[config.mk]
export PLATFORM = sky130hd
export DESIGN_NAME = prefetch_buffer
export DESIGN_NICKNAME = d
export VERILOG_FILES = /design/src/rtl/prefetch_pkg.sv /design/src/rtl/prefetch_fifo.sv /design/src/rtl/prefetch_buffer.sv
export SDC_FILE = /design/constraint.sdc
export NUM_CORES = 1
export LEC_CHECK = 0
export BUFFER_PORTS_ARGS = -buffer_cell sky130_fd_sc_hd__buf_4
export CORE_AREA = 2 2 141 143
export CTS_CLUSTER_SIZE = 28
export DETAILED_ROUTE_END_ITERATION = 8
export DIE_AREA = 0 0 143 145
export PLACE_DENSITY = 0.81
export SYNTH_ARGS = -nofsm -noshare
export SYNTH_HDL_FRONTEND = slang
export SYNTH_SLANG_ARGS = --single-unit
[constraint.sdc]
create_clock -name clk -period 8.1 [get_ports clk]
set_input_delay 0.81 -clock clk [delete_from_list [all_inputs] [get_ports clk]]
set_output_delay 0.81 -clock clk [all_outputs]
set_load 0.05 [all_outputs]
[src/rtl/prefetch_pkg.sv]
// Shared types and helpers for the RV32IC instruction prefetch unit.
package prefetch_pkg;

    // Counter width sized for the largest supported NUM_OUTSTANDING.
    localparam int MAX_OUTSTANDING = 4;
    localparam int CNT_W           = $clog2(MAX_OUTSTANDING + 1);

    typedef struct packed {
        logic        err;
        logic [31:0] data;
    } fifo_entry_t;

    function automatic logic is_compressed(input logic [1:0] lsb);
        return lsb != 2'b11;
    endfunction

endpackage

[src/rtl/prefetch_fifo.sv]
// Shift-register FIFO of fetched words; entry 0 is always the oldest word.
// Zero latency from push to head; flush takes priority over a same-cycle push.
module prefetch_fifo
    import prefetch_pkg::*;
#(
    parameter int DEPTH = 3
) (
    input  logic                       clk,
    input  logic                       rstn,
    input  logic                       push_i,
    input  fifo_entry_t                entry_i,
    input  logic                       pop_i,
    input  logic                       flush_i,
    output fifo_entry_t                head0_o,
    output fifo_entry_t                head1_o,
    output logic [$clog2(DEPTH+1)-1:0] count_o
);

    localparam int CW = $clog2(DEPTH + 1);

    fifo_entry_t [DEPTH-1:0] mem_q, mem_d;
    logic [CW-1:0]           count_q, count_d;
    logic [CW-1:0]           wr_idx;
    logic                    do_pop;

    always_comb begin
        mem_d   = mem_q;
        count_d = count_q;
        do_pop  = pop_i && (count_q != '0);
        wr_idx  = do_pop ? count_q - CW'(1) : count_q;
        if (flush_i) begin
            mem_d   = '0;
            count_d = '0;
        end else begin
            if (do_pop) begin
                for (int i = 0; i < DEPTH - 1; i++) begin
                    mem_d[i] = mem_q[i+1];
                end
                // Vacated slots read as zero so a missing w1 never carries stale err.
                mem_d[DEPTH-1] = '0;
            end
            if (push_i) begin
                for (int i = 0; i < DEPTH; i++) begin
                    if (i == int'(wr_idx)) begin
                        mem_d[i] = entry_i;
                    end
                end
            end
            unique case ({push_i, do_pop})
                2'b10:   count_d = count_q + CW'(1);
                2'b01:   count_d = count_q - CW'(1);
                default: count_d = count_q;
            endcase
        end
    end

    always_ff @(posedge clk or negedge rstn) begin
        if (!rstn) begin
            mem_q   <= '0;
            count_q <= '0;
        end else begin
            mem_q   <= mem_d;
            count_q <= count_d;
        end
    end

    assign head0_o = mem_q[0];
    assign head1_o = mem_q[1];
    assign count_o = count_q;

    push_full_a: assert property (@(posedge clk) disable iff (!rstn)
        !(push_i && !pop_i && !flush_i && (count_q == CW'(DEPTH))));

endmodule

[src/rtl/prefetch_buffer.sv]
// RV32IC prefetch: bounded in-flight word requests, word FIFO, 16/32-bit realigner.
// Output is combinational from FIFO head; branches flush and drop in-flight responses.
module prefetch_buffer
    import prefetch_pkg::*;
#(
    parameter logic [31:0] PC_RESET        = 32'h0,
    parameter int          DEPTH           = 3,
    parameter int          NUM_OUTSTANDING = 2
) (
    input  logic        clk,
    input  logic        rstn,
    input  logic        fetch_en_i,
    input  logic        branch_i,
    input  logic [31:0] branch_addr_i,
    input  logic        ready_i,
    output logic        valid_o,
    output logic [31:0] instr_o,
    output logic [31:0] addr_o,
    output logic        is_compressed_o,
    output logic        err_o,
    output logic        busy_o,
    output logic        instr_req_o,
    output logic [31:0] instr_addr_o,
    input  logic        instr_gnt_i,
    input  logic        instr_rvalid_i,
    input  logic [31:0] instr_rdata_i,
    input  logic        instr_err_i
);

    localparam int FCW = $clog2(DEPTH + 1);

    logic [31:0]      fetch_addr_q, fetch_addr_d;
    logic [31:0]      out_pc_q, out_pc_d;
    logic [31:0]      req_addr_q, req_addr_d;
    logic             req_pend_q, req_pend_d;
    logic             req_stale_q, req_stale_d;
    logic [CNT_W-1:0] outst_q, outst_d;
    logic [CNT_W-1:0] discard_q, discard_d;

    logic [FCW-1:0]   fifo_count;
    fifo_entry_t      w0, w1;
    fifo_entry_t      push_entry;
    logic             fifo_push, fifo_pop;
    logic             new_req, gnt, pend_after;

    logic             out_vld, pop_word, accept, instr_comp, instr_err;
    logic [31:0]      instr;
    logic             unused_w1_hi;

    // A raised request is held (address included) until granted.
    assign new_req      = fetch_en_i
                       && (32'(outst_q) < NUM_OUTSTANDING)
                       && (32'(fifo_count) + 32'(outst_q) < DEPTH);
    assign instr_req_o  = req_pend_q || new_req;
    assign instr_addr_o = req_pend_q ? req_addr_q : fetch_addr_q;
    assign gnt          = instr_req_o && instr_gnt_i;
    assign pend_after   = instr_req_o && !instr_gnt_i;

    always_comb begin
        req_pend_d  = pend_after;
        req_addr_d  = instr_addr_o;
        req_stale_d = pend_after && (branch_i || (req_pend_q && req_stale_q));

        fetch_addr_d = fetch_addr_q;
        if (branch_i) begin
            fetch_addr_d = {branch_addr_i[31:2], 2'b00};
        end else if (gnt && !(req_pend_q && req_stale_q)) begin
            fetch_addr_d = fetch_addr_q + 32'd4;
        end

        unique case ({gnt, instr_rvalid_i})
            2'b10:   outst_d = outst_q + CNT_W'(1);
            2'b01:   outst_d = outst_q - CNT_W'(1);
            default: outst_d = outst_q;
        endcase

        discard_d = discard_q;
        if (instr_rvalid_i && (discard_q != '0)) begin
            discard_d = discard_q - CNT_W'(1);
        end
        // A still-pending request will be granted later, so its response is pre-counted.
        if (branch_i) begin
            discard_d = outst_d + CNT_W'(pend_after);
        end
    end

    assign fifo_push  = instr_rvalid_i && (discard_q == '0);
    assign push_entry = '{err: instr_err_i, data: instr_rdata_i};

    prefetch_fifo #(
        .DEPTH (DEPTH)
    ) u_fifo (
        .clk     (clk),
        .rstn    (rstn),
        .push_i  (fifo_push),
        .entry_i (push_entry),
        .pop_i   (fifo_pop),
        .flush_i (branch_i),
        .head0_o (w0),
        .head1_o (w1),
        .count_o (fifo_count)
    );

    always_comb begin
        instr     = w0.data;
        instr_err = w0.err;
        out_vld   = (fifo_count != '0);
        pop_word  = 1'b0;
        if (!out_pc_q[1]) begin
            if (is_compressed(w0.data[1:0])) begin
                instr = {16'h0, w0.data[15:0]};
            end else begin
                pop_word = 1'b1;
            end
        end else if (is_compressed(w0.data[17:16])) begin
            instr    = {16'h0, w0.data[31:16]};
            pop_word = 1'b1;
        end else begin
            // Spanning: an errored w0 is reported without waiting for w1.
            instr     = {w1.data[15:0], w0.data[31:16]};
            instr_err = w0.err || ((fifo_count > FCW'(1)) && w1.err);
            out_vld   = (fifo_count > FCW'(1)) || ((fifo_count != '0) && w0.err);
            pop_word  = 1'b1;
        end
    end

    assign instr_comp   = is_compressed(instr[1:0]);
    assign accept       = out_vld && ready_i && !branch_i;
    assign fifo_pop     = accept && pop_word;
    assign unused_w1_hi = ^w1.data[31:16];

    always_comb begin
        out_pc_d = out_pc_q;
        if (branch_i) begin
            out_pc_d = branch_addr_i;
        end else if (accept) begin
            out_pc_d = out_pc_q + (instr_comp ? 32'd2 : 32'd4);
        end
    end

    always_ff @(posedge clk or negedge rstn) begin
        if (!rstn) begin
            fetch_addr_q <= PC_RESET & ~32'h3;
            out_pc_q     <= PC_RESET;
            req_addr_q   <= '0;
            req_pend_q   <= 1'b0;
            req_stale_q  <= 1'b0;
            outst_q      <= '0;
            discard_q    <= '0;
        end else begin
            fetch_addr_q <= fetch_addr_d;
            out_pc_q     <= out_pc_d;
            req_addr_q   <= req_addr_d;
            req_pend_q   <= req_pend_d;
            req_stale_q  <= req_stale_d;
            outst_q      <= outst_d;
            discard_q    <= discard_d;
        end
    end

    assign valid_o         = out_vld;
    assign instr_o         = out_vld ? instr : 32'h0;
    assign addr_o          = out_vld ? out_pc_q : 32'h0;
    assign err_o           = out_vld && instr_err;
    assign is_compressed_o = out_vld && instr_comp;
    assign busy_o          = (outst_q != '0) || (fifo_count != '0);

endmodule

==> results.py <==
metrics = {
    "outcome": {
        "run_status": "complete, no violations",
    },
    "synthesis": {
        "post_synth_edffs": 0,
        "post_synth.cell_area_avg_um2": 9.94,
        "mappedNetlistNets": 1195,
        "postSynth.topFlopCell": "dfrtp_1",
        "synthTopCellsByCount": "dfrtp_1 (203), nor2_1 (99), clkbuf_1 (61)",
        "sequential_fraction_of_the_synthesis_area": 0.461,
        "async_reset_ff_frac": 1.00,
        "cell_taking_the_most_area_after_synthesis": "dfrtp_1",
        "synth_area_mm2": 0.0110,
        "synth_cell_types": 61,
        "post_synth_main_area_contributors": "dfrtp_1 (46%), mux2_2 (4.4%), nor2_1 (3.4%)",
        "postSynthCellCount": 1109,
        "post-synth-top-area-fraction": 0.461,
        "synthMostInstantiatedCell": "dfrtp_1",
        "postSynthRegisterBits": 203,
        "synthesis.yosys.warnings": 0,
    },
    "clock_network": {
        "clock_tree.root_cell": "clkbuf_16",
        "post-cts-setup-buffer-count": 0,
        "cts-root-to-sink-buffers": 3,
        "cts_inserted_buffers": 23,
        "cts-htree-levels": 1,
        "cts_tree": "built",
        "worst_skew_pair.late_latency_ns": 0.51,
        "clkSlewWorstSetupHoldPaths_ns": 0.06,
        "post_cts_resize_count": 0,
        "cts.sink_count": 203,
        "holdBufCountCts": 0,
    },
    "global_routing": {
        "via_count_of_the_first_global_routing_pass": 9510,
        "grtUsageTotal": 0.298,
        "number_of_antenna_violations_at_the_first_check_in_global_routing": 0,
        "maximum_number_of_pins_on_one_net_before_global_route_repair": 86,
        "global_route.usage.met2": 0.486,
        "grt-busiest-layer": "met2",
        "grt_util_met3": 0.0482,
        "gr-total-overflow": 0,
        "global_route_wire_length_before_repair_mm": 50.2,
        "gr-usage-met1": 0.400,
    },
    "setup_path": {
        "cells_along_the_critical_path": "and3_1, a2bb2oi_4, clkinv_2, buf_4, and2_1, buf_4",
        "worstSetupPathType": "flip-flop to primary output",
        "arrival_ns": 4.73,
        "cpMaxStageDelayCell": "a2bb2oi_4",
        "critical_path_buf_inv_count": 3,
        "crit_path_max_fanout": 79,
        "crit_path_required_time_ns": 7.29,
        "critical_path.top_delay_family": "buffers and inverters",
        "worst_setup_path_start_kind": "flip-flop",
        "critPathCaptureType": "primary output",
        "critPathMostFrequentCell": "buf_4",
        "stage_delay_of_the_slowest_cell_on_the_critical_path_ns": 0.97,
    },
    "route": {
        "detail-route-antenna-nets": 0,
        "drt_first_iter_violations": 724,
        "drt_drc_violations_left": 0,
        "dr_total_vias": 9576,
        "first_pass_iters": 6,
        "drt-wirelength-per-cell_um": 20.8,
        "routed_wl_mm": 31.3,
        "via_per_inst": 6.35,
    },
    "place": {
        "placed_cells_incl_taps": 1470,
        "place_hpwl_mm": 20.4,
        "port_buffers": 172,
        "place_worst_setup_slack_ns": 3.02,
        "place.gp.congestion": 0.839,
    },
    "worst_hold_path": {
        "timing.hold.worst.class": "primary input to async pin",
    },
    "timing": {
        "final.hold.worst_slack_ns": 0.352,
        "timing.max_slew.rel_slack": 0.185,
        "actual_transition_at_the_worst_max_transition_pin_ns": 1.22,
        "fin_crit_ns": 5.54,
        "grt_setup_unrepaired": "false",
        "final.setup_skew_ns": 0.0182,
        "final_min_period_over_clock_period": 0.684,
        "setup_tns_ns": 0,
        "timing.final.hold_violations": 0,
        "fmax_ghz": 0.181,
        "slew_viol_final": 0,
        "fin_ws_ns": 2.56,
        "finalSetupViolations": 0,
    },
    "power_and_ir_drop": {
        "comb_power_share": 0.376,
        "power_frac_seq": 0.343,
        "power.leakage_nw": 6.31,
        "power.clock.fraction": 0.281,
        "switching_power_mw": 1.50,
        "power.density_mw_per_mm2": 291,
        "ir_drop_mv": 0.168,
        "power_switching_share": 0.391,
        "internal_pwr_total_mw": 2.34,
        "power.total_mw": 3.84,
    },
    "die": {
        "io-pin-count": 173,
        "die_width_um": 143,
        "design.die.area_mm2": 0.0207,
        "fp.dieH_um": 145,
        "initial_utilization": 0.574,
        "core_footprint_mm2": 0.0192,
        "std_cell_rows": 51,
    },
    "job": {
        "cap_violations": 0,
    },
    "finish": {
        "drive_above_1_share": 0.226,
        "fillCellCount": 1463,
        "area_of_combinational_cells_with_multiple_inputs_mm2": 0.00540,
        "post_layout_nonfiller_instances": 1509,
        "final_nets": 1316,
        "area_growth_pct": 19.8,
        "seqCellArea_mm2": 0.00508,
        "num_antenna_cells": 0,
    },
}
through the flow:
step / instance area (um2) / util
finish: 13200 / 0.688
global route: 13200 / 0.688
CTS: 13200 / 0.688
detailed placement: 12400 / 0.647
global placement: 12400 / 0.647
floorplan: 11000 / -
cell type report:
class                           instances  share of cell area
Tap cell                              265              0.0251
Timing Repair Buffer                  187               0.107
Clock buffer                           33              0.0510
Clock inverter                          6             0.00796
Multi-Input combinational cell        759               0.409
Sequential cell                       203               0.385
Inverter                               56              0.0160
path summary, 6_finish.rpt:
kind,from,to,slack [ns],cells after the start
max reg2reg,out_pc_q[1]$_DFFE_PN0N_,u_fifo.head0_o[26]$_DFF_PN0_,2.89,7
min in group clk,req_addr_q[0]$_DFF_PN0_,req_addr_q[0]$_DFF_PN0_,0.49,1
max,out_pc_q[1]$_DFFE_PN0N_,addr_o[1],2.56,6
min reg2reg,req_addr_q[0]$_DFF_PN0_,req_addr_q[0]$_DFF_PN0_,0.49,1
min,rstn,fetch_addr_q[12]$_DFFE_PN0N_,0.35,1
max in group asynchronous,rstn,out_pc_q[8]$_DFFE_PN0N_,6.49,2
power by group through the flow:
stage	registers, mW	logic (mW)	clock network (mW)
final	1.32	1.44	1.08
after global routing	1.33	1.55	1.13
after CTS	1.31	1.44	1.09
after detailed placement	1.33	1.43	0
after global placement	1.32	1.40	0
after floorplan	1.27	1.08	0
logic make-up (layout without fill, tap and decap cells):
logic type / after synthesis / after routing / synth area share
XOR/XNOR: 42 / 42 / 0.0334
AO/OA/AOI/OAI: 337 / 337 / 0.230
flip-flops: 203 / 203 / 0.461
buffers and inverters: 147 / 282 / 0.0527
multiplexers: 66 / 66 / 0.0648
adder cells (fa/ha/maj): 14 / 14 / 0.0179
AND/OR/NAND/NOR: 300 / 300 / 0.141
state kept, by name, summed over array words and instances, names as in the netlist:
name and flops:
discard_q 3, fetch_addr_q 30, out_pc_q 32, outst_q 3
req_addr_q 32, req_pend_q 1, req_stale_q 1, u_fifo.count_o 2
u_fifo.head0_o 33, u_fifo.head1_o 33, u_fifo.mem_q 33
per-layer routing:
| metal | vias to the layer above | wire length [um] | share of wire |
|---|---|---|---|
| li1 | 4301 | - | - |
| met4 | 0 | 1180 | 0.038 |
| met1 | 4724 | 12500 | 0.40 |
| met2 | 460 | 15200 | 0.48 |
| met3 | 91 | 2510 | 0.080 |
| met5 | - | 0 | 0 |
placed cells by master (no fill, tap or decap), types with 5 or more instances in the layout:
master and count:
a221oi_1 33, a22o_1 33, nand3_1 24, dfrtp_1 203, o31a_1 10, nor2_1 98, xor2_1 16, ha_1 11
o211a_1 34, a22oi_1 14, nand2b_1 14, a21oi_1 47, and2_1 37, clkbuf_8 7, xnor2_1 26, a21boi_0 7
or3_1 8, mux2_2 43, nor3_1 11, a211oi_1 36, a31oi_1 12, nand4b_1 5, inv_1 54, o21a_1 8
clkbuf_16 23, nor4_1 5, o21ai_0 56, nand4_1 24, nand2_1 41, a211o_1 34, buf_4 186, mux2i_1 22
and3_1 9
No activity file was read; power rests on OpenSTA's default activity.
